[src/rtl/keypad_pkg.sv]
// Shared types and register map for the keypad scanner and its scan-code FIFO.
`default_nettype none

package keypad_pkg;

  typedef enum logic [2:0] {
    ST_IDLE     = 3'd0,
    ST_DEBOUNCE = 3'd1,
    ST_SCAN     = 3'd2,
    ST_PUSH     = 3'd3,
    ST_HOLD     = 3'd4
  } state_e;

  localparam int CODE_W = 8;
  typedef logic [CODE_W-1:0] code_t;

  localparam logic [2:0] ADDR_KEY_DATA = 3'd0;
  localparam logic [2:0] ADDR_STATUS   = 3'd2;
  localparam logic [2:0] ADDR_CTRL     = 3'd4;

  localparam int STAT_NONEMPTY  = 0;
  localparam int STAT_FULL      = 1;
  localparam int STAT_OVERFLOW  = 2;
  localparam int STAT_HELD      = 3;
  localparam int STAT_COUNT_LSB = 4;

  localparam int CTRL_CLR_OVF = 0;
  localparam int CTRL_FLUSH   = 1;
  localparam int CTRL_IRQ_EN  = 2;

  // Counter width able to hold 0..max_val, never narrower than one bit.
  function automatic int cnt_width(input int max_val);
    return (max_val < 1) ? 1 : $clog2(max_val + 1);
  endfunction

endpackage

`default_nettype wire

[src/rtl/keypad_fifo.sv]
// Synchronous scan-code FIFO with flush; a pop frees room for a push in the same cycle.
`default_nettype none

module keypad_fifo #(
  parameter int DEPTH = 8,
  parameter int WIDTH = 8
) (
  input  logic                         clk,
  input  logic                         rst_n,
  input  logic                         push_i,
  input  logic                         pop_i,
  input  logic                         flush_i,
  input  logic [WIDTH-1:0]             data_i,
  output logic [WIDTH-1:0]             data_o,
  output logic                         full_o,
  output logic                         empty_o,
  output logic [$clog2(DEPTH+1)-1:0]   count_o
);

  localparam int AW = $clog2(DEPTH);
  localparam int CW = $clog2(DEPTH + 1);

  logic [WIDTH-1:0] mem_q [DEPTH];
  logic [AW-1:0]    wr_ptr_q, rd_ptr_q;
  logic [CW-1:0]    count_q;
  logic             do_push, do_pop;

  assign empty_o = (count_q == '0);
  assign full_o  = (count_q == CW'(DEPTH));
  assign count_o = count_q;
  assign data_o  = mem_q[rd_ptr_q];

  assign do_pop  = pop_i & ~empty_o;
  assign do_push = push_i & (~full_o | do_pop);

  always_ff @(posedge clk or negedge rst_n) begin
    if (!rst_n) begin
      wr_ptr_q <= '0;
      rd_ptr_q <= '0;
      count_q  <= '0;
    end else if (flush_i) begin
      wr_ptr_q <= '0;
      rd_ptr_q <= '0;
      count_q  <= '0;
    end else begin
      if (do_push) wr_ptr_q <= wr_ptr_q + 1'b1;
      if (do_pop)  rd_ptr_q <= rd_ptr_q + 1'b1;
      case ({do_push, do_pop})
        2'b10:   count_q <= count_q + 1'b1;
        2'b01:   count_q <= count_q - 1'b1;
        default: count_q <= count_q;
      endcase
    end
  end

  always_ff @(posedge clk) begin
    if (do_push && !flush_i) mem_q[wr_ptr_q] <= data_i;
  end

endmodule

`default_nettype wire

[src/rtl/keypad_scan_fifo.sv]
// Matrix keypad scanner: synchroniser, debounce/scan FSM, scan-code FIFO and CPU register file.
`default_nettype none

module keypad_scan_fifo
  import keypad_pkg::*;
#(
  parameter int ROWS            = 4,
  parameter int COLS            = 4,
  parameter int DEBOUNCE_CYCLES = 200,
  parameter int SCAN_DWELL      = 4,
  parameter int FIFO_DEPTH      = 8,
  parameter int REPEAT_CYCLES   = 0
) (
  input  logic            clk,
  input  logic            rst_n,
  input  logic            keyboardCtrl_i,
  input  logic            read_enable_i,
  input  logic            write_enable_i,
  input  logic [2:0]      address_i,
  input  logic [15:0]     write_data_i,
  input  logic [COLS-1:0] column_i,
  output logic [ROWS-1:0] row_o,
  output logic [15:0]     read_data_output_o,
  output logic            irq_o
);

  localparam int DW  = cnt_width(DEBOUNCE_CYCLES);
  localparam int SW  = cnt_width(SCAN_DWELL);
  localparam int PW  = cnt_width(REPEAT_CYCLES);
  localparam int RW  = $clog2(ROWS);
  localparam int CW  = $clog2(COLS);
  localparam int FCW = $clog2(FIFO_DEPTH + 1);

  localparam logic [DW-1:0] DEB_LAST  = DW'(DEBOUNCE_CYCLES - 1);
  localparam logic [SW-1:0] DWELL_END = SW'(SCAN_DWELL);
  localparam logic [PW-1:0] REP_LAST  = PW'((REPEAT_CYCLES > 0) ? REPEAT_CYCLES - 1 : 0);
  localparam logic [RW-1:0] ROW_LAST  = RW'(ROWS - 1);

  logic [COLS-1:0] col_meta_q, col_sync_q;
  logic            col_idle;

  state_e          state_q, state_d;
  logic [DW-1:0]   deb_cnt_q, deb_cnt_d;
  logic [SW-1:0]   dwell_q, dwell_d;
  logic [PW-1:0]   rep_q, rep_d;
  logic [RW-1:0]   row_idx_q, row_idx_d;
  code_t           code_q, code_d;
  logic [CW-1:0]   hit_col;
  logic            scan_push;

  logic            rd_sel, wr_ctrl, flush, clr_ovf;
  logic            fifo_pop, fifo_full, fifo_empty;
  code_t           fifo_head;
  logic [FCW-1:0]  fifo_count;
  logic            ovf_q, ovf_d;
  logic            irq_en_q, irq_q, held;
  logic [15:0]     rdata_d, rdata_q, status_w, ctrl_w;
  logic            unused_wdata;

  assign unused_wdata = ^write_data_i[15:3];

  always_ff @(posedge clk or negedge rst_n) begin
    if (!rst_n) begin
      col_meta_q <= '1;
      col_sync_q <= '1;
    end else begin
      col_meta_q <= column_i;
      col_sync_q <= col_meta_q;
    end
  end

  assign col_idle = &col_sync_q;

  always_comb begin
    hit_col = '0;
    for (int i = COLS - 1; i >= 0; i--) begin
      if (!col_sync_q[i]) hit_col = CW'(i);
    end
  end

  always_comb begin
    state_d   = state_q;
    deb_cnt_d = deb_cnt_q;
    dwell_d   = dwell_q;
    rep_d     = rep_q;
    row_idx_d = row_idx_q;
    code_d    = code_q;
    scan_push = 1'b0;
    row_o     = '0;
    case (state_q)
      ST_IDLE: begin
        deb_cnt_d = '0;
        if (!col_idle) state_d = ST_DEBOUNCE;
      end
      ST_DEBOUNCE: begin
        if (col_idle) begin
          state_d   = ST_IDLE;
          deb_cnt_d = '0;
        end else if (deb_cnt_q == DEB_LAST) begin
          state_d   = ST_SCAN;
          row_idx_d = '0;
          dwell_d   = '0;
        end else begin
          deb_cnt_d = deb_cnt_q + 1'b1;
        end
      end
      ST_SCAN: begin
        row_o = ~(ROWS'(1) << row_idx_q);
        // Sample one cycle past the dwell so the 2-flop synchroniser sees this row.
        if (dwell_q == DWELL_END) begin
          if (!col_idle) begin
            code_d  = code_t'(int'(row_idx_q) * COLS + int'(hit_col));
            state_d = ST_PUSH;
          end else if (row_idx_q == ROW_LAST) begin
            state_d = ST_IDLE;
          end else begin
            row_idx_d = row_idx_q + 1'b1;
            dwell_d   = '0;
          end
        end else begin
          dwell_d = dwell_q + 1'b1;
        end
      end
      ST_PUSH: begin
        scan_push = 1'b1;
        deb_cnt_d = '0;
        rep_d     = '0;
        state_d   = ST_HOLD;
      end
      ST_HOLD: begin
        if (col_idle) begin
          if (deb_cnt_q == DEB_LAST) state_d = ST_IDLE;
          else                       deb_cnt_d = deb_cnt_q + 1'b1;
        end else begin
          deb_cnt_d = '0;
          if (REPEAT_CYCLES > 0) begin
            if (rep_q == REP_LAST) begin
              scan_push = 1'b1;
              rep_d     = '0;
            end else begin
              rep_d = rep_q + 1'b1;
            end
          end
        end
      end
      default: state_d = ST_IDLE;
    endcase
  end

  always_ff @(posedge clk or negedge rst_n) begin
    if (!rst_n) begin
      state_q   <= ST_IDLE;
      deb_cnt_q <= '0;
      dwell_q   <= '0;
      rep_q     <= '0;
      row_idx_q <= '0;
      code_q    <= '0;
    end else begin
      state_q   <= state_d;
      deb_cnt_q <= deb_cnt_d;
      dwell_q   <= dwell_d;
      rep_q     <= rep_d;
      row_idx_q <= row_idx_d;
      code_q    <= code_d;
    end
  end

  assign rd_sel  = read_enable_i & keyboardCtrl_i;
  assign wr_ctrl = write_enable_i & keyboardCtrl_i & (address_i == ADDR_CTRL);
  assign flush   = wr_ctrl & write_data_i[CTRL_FLUSH];
  assign clr_ovf = wr_ctrl & write_data_i[CTRL_CLR_OVF];
  assign held    = (state_q == ST_PUSH) || (state_q == ST_HOLD);

  keypad_fifo #(
    .DEPTH (FIFO_DEPTH),
    .WIDTH (CODE_W)
  ) u_fifo (
    .clk     (clk),
    .rst_n   (rst_n),
    .push_i  (scan_push),
    .pop_i   (fifo_pop),
    .flush_i (flush),
    .data_i  (code_q),
    .data_o  (fifo_head),
    .full_o  (fifo_full),
    .empty_o (fifo_empty),
    .count_o (fifo_count)
  );

  always_comb begin
    status_w = '0;
    status_w[STAT_NONEMPTY]          = ~fifo_empty;
    status_w[STAT_FULL]              = fifo_full;
    status_w[STAT_OVERFLOW]          = ovf_q;
    status_w[STAT_HELD]              = held;
    status_w[STAT_COUNT_LSB +: 4]    = 4'(fifo_count);
    ctrl_w = '0;
    ctrl_w[CTRL_IRQ_EN]              = irq_en_q;
  end

  always_comb begin
    rdata_d  = '0;
    fifo_pop = 1'b0;
    if (rd_sel) begin
      case (address_i)
        ADDR_KEY_DATA: begin
          if (!fifo_empty) begin
            rdata_d  = {1'b1, 7'b0, fifo_head};
            fifo_pop = 1'b1;
          end
        end
        ADDR_STATUS: rdata_d = status_w;
        ADDR_CTRL:   rdata_d = ctrl_w;
        default:     rdata_d = '0;
      endcase
    end
  end

  // A push into a full FIFO is only lost when no pop frees a slot; a flush discards it silently.
  always_comb begin
    ovf_d = ovf_q;
    if (clr_ovf) ovf_d = 1'b0;
    if (scan_push && fifo_full && !fifo_pop && !flush) ovf_d = 1'b1;
  end

  always_ff @(posedge clk or negedge rst_n) begin
    if (!rst_n) begin
      rdata_q  <= '0;
      ovf_q    <= 1'b0;
      irq_en_q <= 1'b0;
      irq_q    <= 1'b0;
    end else begin
      rdata_q <= rdata_d;
      ovf_q   <= ovf_d;
      if (wr_ctrl) irq_en_q <= write_data_i[CTRL_IRQ_EN];
      irq_q   <= irq_en_q & ~fifo_empty;
    end
  end

  assign read_data_output_o = rdata_q;
  assign irq_o              = irq_q;

endmodule

`default_nettype wire

[config.mk]
export PLATFORM = sky130hd
export DESIGN_NAME = keypad_scan_fifo
export DESIGN_NICKNAME = d
export VERILOG_FILES = /design/src/rtl/keypad_pkg.sv /design/src/rtl/keypad_fifo.sv /design/src/rtl/keypad_scan_fifo.sv
export SDC_FILE = /design/constraint.sdc
export NUM_CORES = 1
export LEC_CHECK = 0
export CORE_MARGIN = 8
export CORE_UTILIZATION = 40
export DETAILED_ROUTE_END_ITERATION = 12
export GPL_TIMING_DRIVEN = 0
export SLEW_MARGIN = 5
export SYNTH_ARGS = -nofsm -noshare
export SYNTH_HDL_FRONTEND = slang
export SYNTH_SLANG_ARGS = --single-unit
[constraint.sdc]
create_clock -name clk -period 3 [get_ports clk]
set_input_delay 0.45 -clock clk [delete_from_list [all_inputs] [get_ports clk]]
set_output_delay 0.45 -clock clk [all_outputs]
set_load 0.02 [all_outputs]
Yosys cells after proc, flatten, opt, wreduce, memory -nomap -nowiden

Memories as Yosys holds them, arrays and structs flattened.
Cells that the tools add are included.

Bits in registers: 61
RAM bits: 64
Word-level logic and storage cells: 129
Memories: 1

Add/subtract/negate cells: 8
Eq/ne operators: 24
Shifts and indexed selects: 1
Multiplexer cells: 46
Bitwise logic cells: 13
Reductions and logical operators: 22

Memories:

| memory       | words | bits a word | read ports | clocked after memory_dff | write ports | RTL line          | RTL |
|---|---|---|---|---|---|---|---|
| u_fifo.mem_q | 8     | 8           | 1          | 0                        | 1           | keypad_fifo.sv:23 | `logic [WIDTH-1:0] mem_q [DEPTH];` |

Operator list:

| cell                                                            | count |
|---|---|
| 3-bit two-way mux                                               | 16 |
| 16-bit one-hot mux with 3 select lines                          | 1 |
| 16-bit two-way mux                                              | 2 |
| 8-bit two-way mux                                               | 3 |
| 8-bit one-hot mux with 3 select lines                           | 1 |
| 2-bit two-way mux                                               | 9 |
| 2-bit inequality test, second input constant                    | 8 |
| 3-bit one-hot mux with 5 select lines                           | 1 |
| 3-bit inequality test, second input constant                    | 4 |
| 6-bit AND reduction                                             | 2 |
| 3-bit by 1-bit adder with 3-bit output, second input constant   | 3 |
| 3-bit by 2-bit == test with 1-bit output, second input constant | 3 |
| 3-bit == test, second input constant                            | 3 |
| 8-bit by 1-bit adder with 8-bit output, second input constant   | 1 |
| 1-bit bitwise AND                                               | 8 |
| 8-bit == test, second input constant                            | 1 |
| 1-bit two-way mux                                               | 8 |
| 4-bit two-way mux                                               | 2 |
| 4-bit one-hot mux with 2 select lines                           | 1 |
| 2-bit nonzero test                                              | 4 |
| 3-bit logical NOT                                               | 2 |
| 3-bit one-hot mux with 2 select lines                           | 1 |
| 3-bit nonzero test                                              | 2 |
| 4-bit by 2-bit adder with 5-bit output                          | 1 |
| other kinds (20)                                                | 27 |

Longest topological paths before layout

Depth in word-level cells: 10
Gate-level depth with buffers: 11

By module

A second synthesis with hierarchy kept.

Cell total of the unflattened synthesis: 376
Area total of the unflattened synthesis: 5261.3 µm²

By module, submodules not included:

| module           | times used | cells an instance | area each (µm²) |
|---|---|---|---|
| keypad_fifo      | 1          | 170               | 3186.8 |
| keypad_scan_fifo | 1          | 206               | 2074.5 |

Worst setup path before layout

Ideal clock, no wire load.

Kind: input -> register
Start: in address_i[2]
End: reg u_fifo.count_q[2], in the netlist u_fifo.count_o[2]
Arrival time: 2.401 ns
Path slack: 0.467 ns
Stages on the path: 11
Path buffers: 1
Path through: nand4bb_4 > or3_1 > buf_6 > inv_1 > nand2_1 > xnor2_1 > ha_1 > or3_1 > o211ai_1 > xnor2_1 > nor2_1

Longest elaborated chain between the ends: 9

Ends and longest elaborated chain:

| element                                                                          | RTL line                | RTL |
|---|---|---|
| start, declared                                                                  | keypad_scan_fifo.sv:19  | `input logic [2:0] address_i,` |
| 3-bit logical NOT                                                                | keypad_scan_fifo.sv:205 | `case (address_i)` |
| 1-bit two-way mux                                                                | keypad_scan_fifo.sv:205 |  |
| 1-bit two-way mux                                                                | keypad_scan_fifo.sv:204 | `if (rd_sel) begin` |
| 1-bit bitwise AND                                                                | keypad_fifo.sv:33       | `assign do_pop = pop_i & ~empty_o;` |
| 1-bit bitwise OR                                                                 | keypad_fifo.sv:34       | `assign do_push = push_i & (~full_o \| do_pop);` |
| 1-bit bitwise AND                                                                | keypad_fifo.sv:34       |  |
| 2-bit by 1-bit == test with 1-bit output / 2-bit == test (equally long branches) | keypad_fifo.sv:48       | `case ({do_push, do_pop})` |
| 4-bit one-hot mux with 2 select lines                                            | keypad_fifo.sv:48       |  |
| 4-bit two-way mux                                                                | keypad_fifo.sv:41       | `end else if (flush_i) begin` |
| end signal, assigned                                                             | keypad_fifo.sv:49       | `2'b10: count_q <= count_q + 1'b1;` |
| end signal, assigned                                                             | keypad_fifo.sv:50       | `2'b01: count_q <= count_q - 1'b1;` |
| end signal, assigned                                                             | keypad_fifo.sv:51       | `default: count_q <= count_q;` |
| end, declared                                                                    | keypad_fifo.sv:25       | `logic [CW-1:0] count_q;` |

Parallel ways exist; a longest one is shown, timed or not.
A chain may end at the register's enable or synchronous reset.

Worst setup path after layout

Start: reg u_fifo.count_q[1], in the netlist u_fifo.count_o[1]
End: reg u_fifo.count_q[2], in the netlist u_fifo.count_o[2]

Longest elaborated chain between the ends: 10

Ends and longest elaborated chain:

| element                                                                          | RTL line                | RTL |
|---|---|---|
| 4-bit logical NOT                                                                | keypad_fifo.sv:28       | `assign empty_o = (count_q == '0);` |
| 1-bit two-way mux                                                                | keypad_scan_fifo.sv:207 | `if (!fifo_empty) begin` |
| 1-bit two-way mux                                                                | keypad_scan_fifo.sv:205 |  |
| 1-bit two-way mux                                                                | keypad_scan_fifo.sv:204 |  |
| 1-bit bitwise AND                                                                | keypad_fifo.sv:33       |  |
| 1-bit bitwise OR                                                                 | keypad_fifo.sv:34       |  |
| 1-bit bitwise AND                                                                | keypad_fifo.sv:34       |  |
| 2-bit by 1-bit == test with 1-bit output / 2-bit == test (equally long branches) | keypad_fifo.sv:48       |  |
| 4-bit one-hot mux with 2 select lines                                            | keypad_fifo.sv:48       |  |
| 4-bit two-way mux                                                                | keypad_fifo.sv:41       |  |

Parallel ways exist; a longest one is shown, timed or not.

==> results.toml <==
[logic_synthesis]
synth_async_sr_flop_share_pct = 61.0
synth_fa_ha_area_share_pct = 3.18
synth_edf_count = 32
synth_xor_area_share_pct = 1.56
syn_area_um2 = 3930
syn_inst = 335
synth_area_leaders = "dfrtp_1, edfxtp_1, dfstp_2, mux4_2, ha_1"
synth_largest_area_cell = "dfrtp_1"
ys_ff_latch = 82
synth.distinct_cells = 59
synth-compound-area-share_pct = 9.26
yosysWarnings = 0
ys_seq_area_share_pct = 56.5
synth_top_area_share_pct = 26.7
yosys.area_share.simple_pct = 16.6
synthMuxAreaShare_pct = 7.99
ys.flop_type = "dfrtp_1"
synth_top_family_by_area = "simple AND/OR/NAND/NOR gates"
syn_avg_cell_area_um2 = 11.7

[sta]
max_slew_margin_pct = 57.7
rsz0062_at_grt = "false"
worst_slack_ns = 0.157
fmax_mhz = 352
worst_pin_slew_ns = 0.628
fin_skew_ns = 0.0119
finalCritPeriodShare_pct = 94.8
hold_violations = 0
finalSetupViolCount = 0
slew_violations = 0
layout_min_cycle_time_ns = 2.84

[critical_path]
max_stage_delay_ns = 0.61
crit_path_cell_trace = "nor4_1 -> or3_1 -> buf_6 -> clkinvlp_4 -> nand2_1 -> xnor2_1 -> ha_1 -> or3_1 -> o211ai_1 -> xnor2_1 -> nor2_1"
r2r-start = "u_fifo.count_o[1]$_DFFE_PN0P_"
startpoint_type = "register"
crit_arrival_ns = 3.08
cp_max_fo = 8
cp-end-kind = "register"
r2r_cells = 11
critPathKind = "register to register"
r2r-end = "u_fifo.count_o[2]$_DFFE_PN0P_"
r2r_setup_slack_ns = 0.16
slowest_stage = "nor4_1"
critPathRequiredTime_ns = 3.23

[layout]
area_delta_synth_final_pct = 17.4
drive_gt1_share_pct = 15.8
final_cell_mix = "dfrtp_1, edfxtp_1, nor2_1"
antennaDiodeCount = 0
fin_cells = 519
fin_nets = 419
layout_commonest_cell = "dfrtp_1"

[global_route]
grt_overflow = 0
grt_max_degree = 34
antenna_found_initial = 0
grt_pass1_vias = 2652
grt_pass1_wl_um = 12700
track_usage_pct = 12.2

[placed_design]
dp_slack_ns = -0.297
hpwlAfterDp_um = 5570
portBuffers = 28
place_inst = 503
gp_congestion = 0.834

[run]
maxCapViolations = 0

[power]
p_per_area_nw_per_um2 = 591
leakage_nw = 1.83
power_mw = 2.73
irDropWorstVdd_mv = 0.287

[floorplanning]
die_h_um = 115
rows = 36
die_w_um = 115
ioPinCount = 49
design.die.area_um2 = 13300
core_um2 = 9640
initial_core_util_pct = 40.8

[cts]
clk_pin_slew_ns = 0.09
clock_sinks = 82
post_cts_buffers = 0
cts.path.max_buffers = 2
htreeDepth = 3
numCtsBuffers = 9
cts-root-buf = "clkbuf_8"
cts_tree = "done"
clock_latency_ns = 0.36

[routing]
route.final.wire_length_um = 7740
detail-route-antenna-nets = 0
via_per_inst = 5.18
dr.pass1.iters = 4
wl_per_cell_um = 14.9
vias = 2686
first_iter_violations = 109
drc = 0

[worst_hold_path]
hold_path.class = "input port to asynchronous set/reset pin"

[outcome]
outcome = "completed"
## routing by layer
layer	vias up	global-route usage (%)	wire length, um
li1	1302	-	-
met1	1291	15.3	3670
met2	86	19.7	3500
met3	7	3.31	494
met4	0	4.20	76
met5	-	0	0
## synthesized netlist by cell type, types with 6 or more instances
cell and number:
dfrtp_1 42, edfxtp_1 32, nor2_1 29, nand2_1 25, a21oi_1 15, o21ai_0 15
inv_1 12, nand3_1 12, clkbuf_1 10, ha_1 10, dfstp_2 8, mux4_2 8
a31oi_1 7, buf_4 7, and3_1 6, mux2i_1 6, nand2b_1 6, nor3_1 6
## worst max-delay path by stage
stage	startpoint	end	slack, ns	cells after the start
finish	u_fifo.count_o[1]$_DFFE_PN0P_	u_fifo.count_o[2]$_DFFE_PN0P_	0.16	11
global route	u_fifo.count_o[1]$_DFFE_PN0P_	u_fifo.count_o[2]$_DFFE_PN0P_	0.03	11
CTS	address_i[2]	u_fifo.count_o[2]$_DFFE_PN0P_	0.09	12
detailed placement	address_i[2]	u_fifo.count_o[2]$_DFFE_PN0P_	-0.30	12
global placement	address_i[2]	u_fifo.count_o[2]$_DFFE_PN0P_	-0.30	12
floorplan	address_i[2]	u_fifo.count_o[2]$_DFFE_PN0P_	0.47	11
## power breakdown
part           internal [mW]  switching [mW]
Sequential              1.26          0.0889
Combinational          0.285           0.314
Clock                  0.323           0.453
## registers in the layout, indices dropped and copies added, names as in the netlist
name                cells
deb_cnt_q               8
irq_en_q                1
u_fifo.rd_ptr_q         3
u_fifo.wr_ptr_q         3
col_sync_q              4
ovf_q                   1
row_idx_q               2
dwell_q                 3
state_q                 3
read_data_output_o      9
u_fifo.count_o          4
col_meta_q              4
u_fifo.mem_q           32
irq_o                   1
code_q                  4
## final cells by class
| cell class | instances | area (um2) |
|---|---|---|
| fill | 897 | 5020 |
| sequential | 82 | 2220 |
| multi-input combinational | 222 | 1550 |
| timing repair buffer | 29 | 295 |
| tap | 133 | 166 |
| buffer | 25 | 143 |
| clock buffer | 9 | 124 |
| clock inverter | 7 | 71.3 |
| inverter | 12 | 48.8 |
## worst max-delay path, delay by kind of cell, from the launching register on
family          cells  cell delay (ns)
fa+ha+maj           1             0.21
flops               1             0.47
compound gates      1             0.19
simple gates        5             1.33
xor+xnor            2             0.22
buf+inv             2             0.29
## timing repair
action / in CTS / in global routing
resized for setup: 0 / 1
setup endpoints to repair: 0 / 1
endpoints found under the hold margin: 0 / 0
hold buffers: 0 / 0
## metrics by stage
stage | util, % | area, um2 | TNS, ns | hold slack [ns]
4_1_cts | 47.8 | 4610 | 0 | 0.0292
3_3_place_gp | 45.7 | 4400 | -1.31 | 0.346
6_report | 47.9 | 4620 | 0 | 0.0212
2_1_floorplan | - | 3960 | 0 | 0.154
3_5_place_dp | 45.8 | 4420 | -0.297 | 0.347
5_1_grt | 47.9 | 4620 | 0 | 0.0464
## kinds of logic (layout without fill, tap and decap cells)
logic type | Yosys count | count (layout)
DFF | 82 | 82
buffers and inverters | 37 | 82
other | 1 | 7
xor gates and xnor gates | 7 | 7
adders and majority gates | 10 | 10
AOI/OAI and AO/OA | 58 | 58
muxes | 20 | 20
and+or+nand+nor | 120 | 120
Note: power is estimated with default switching activity, not from simulation.
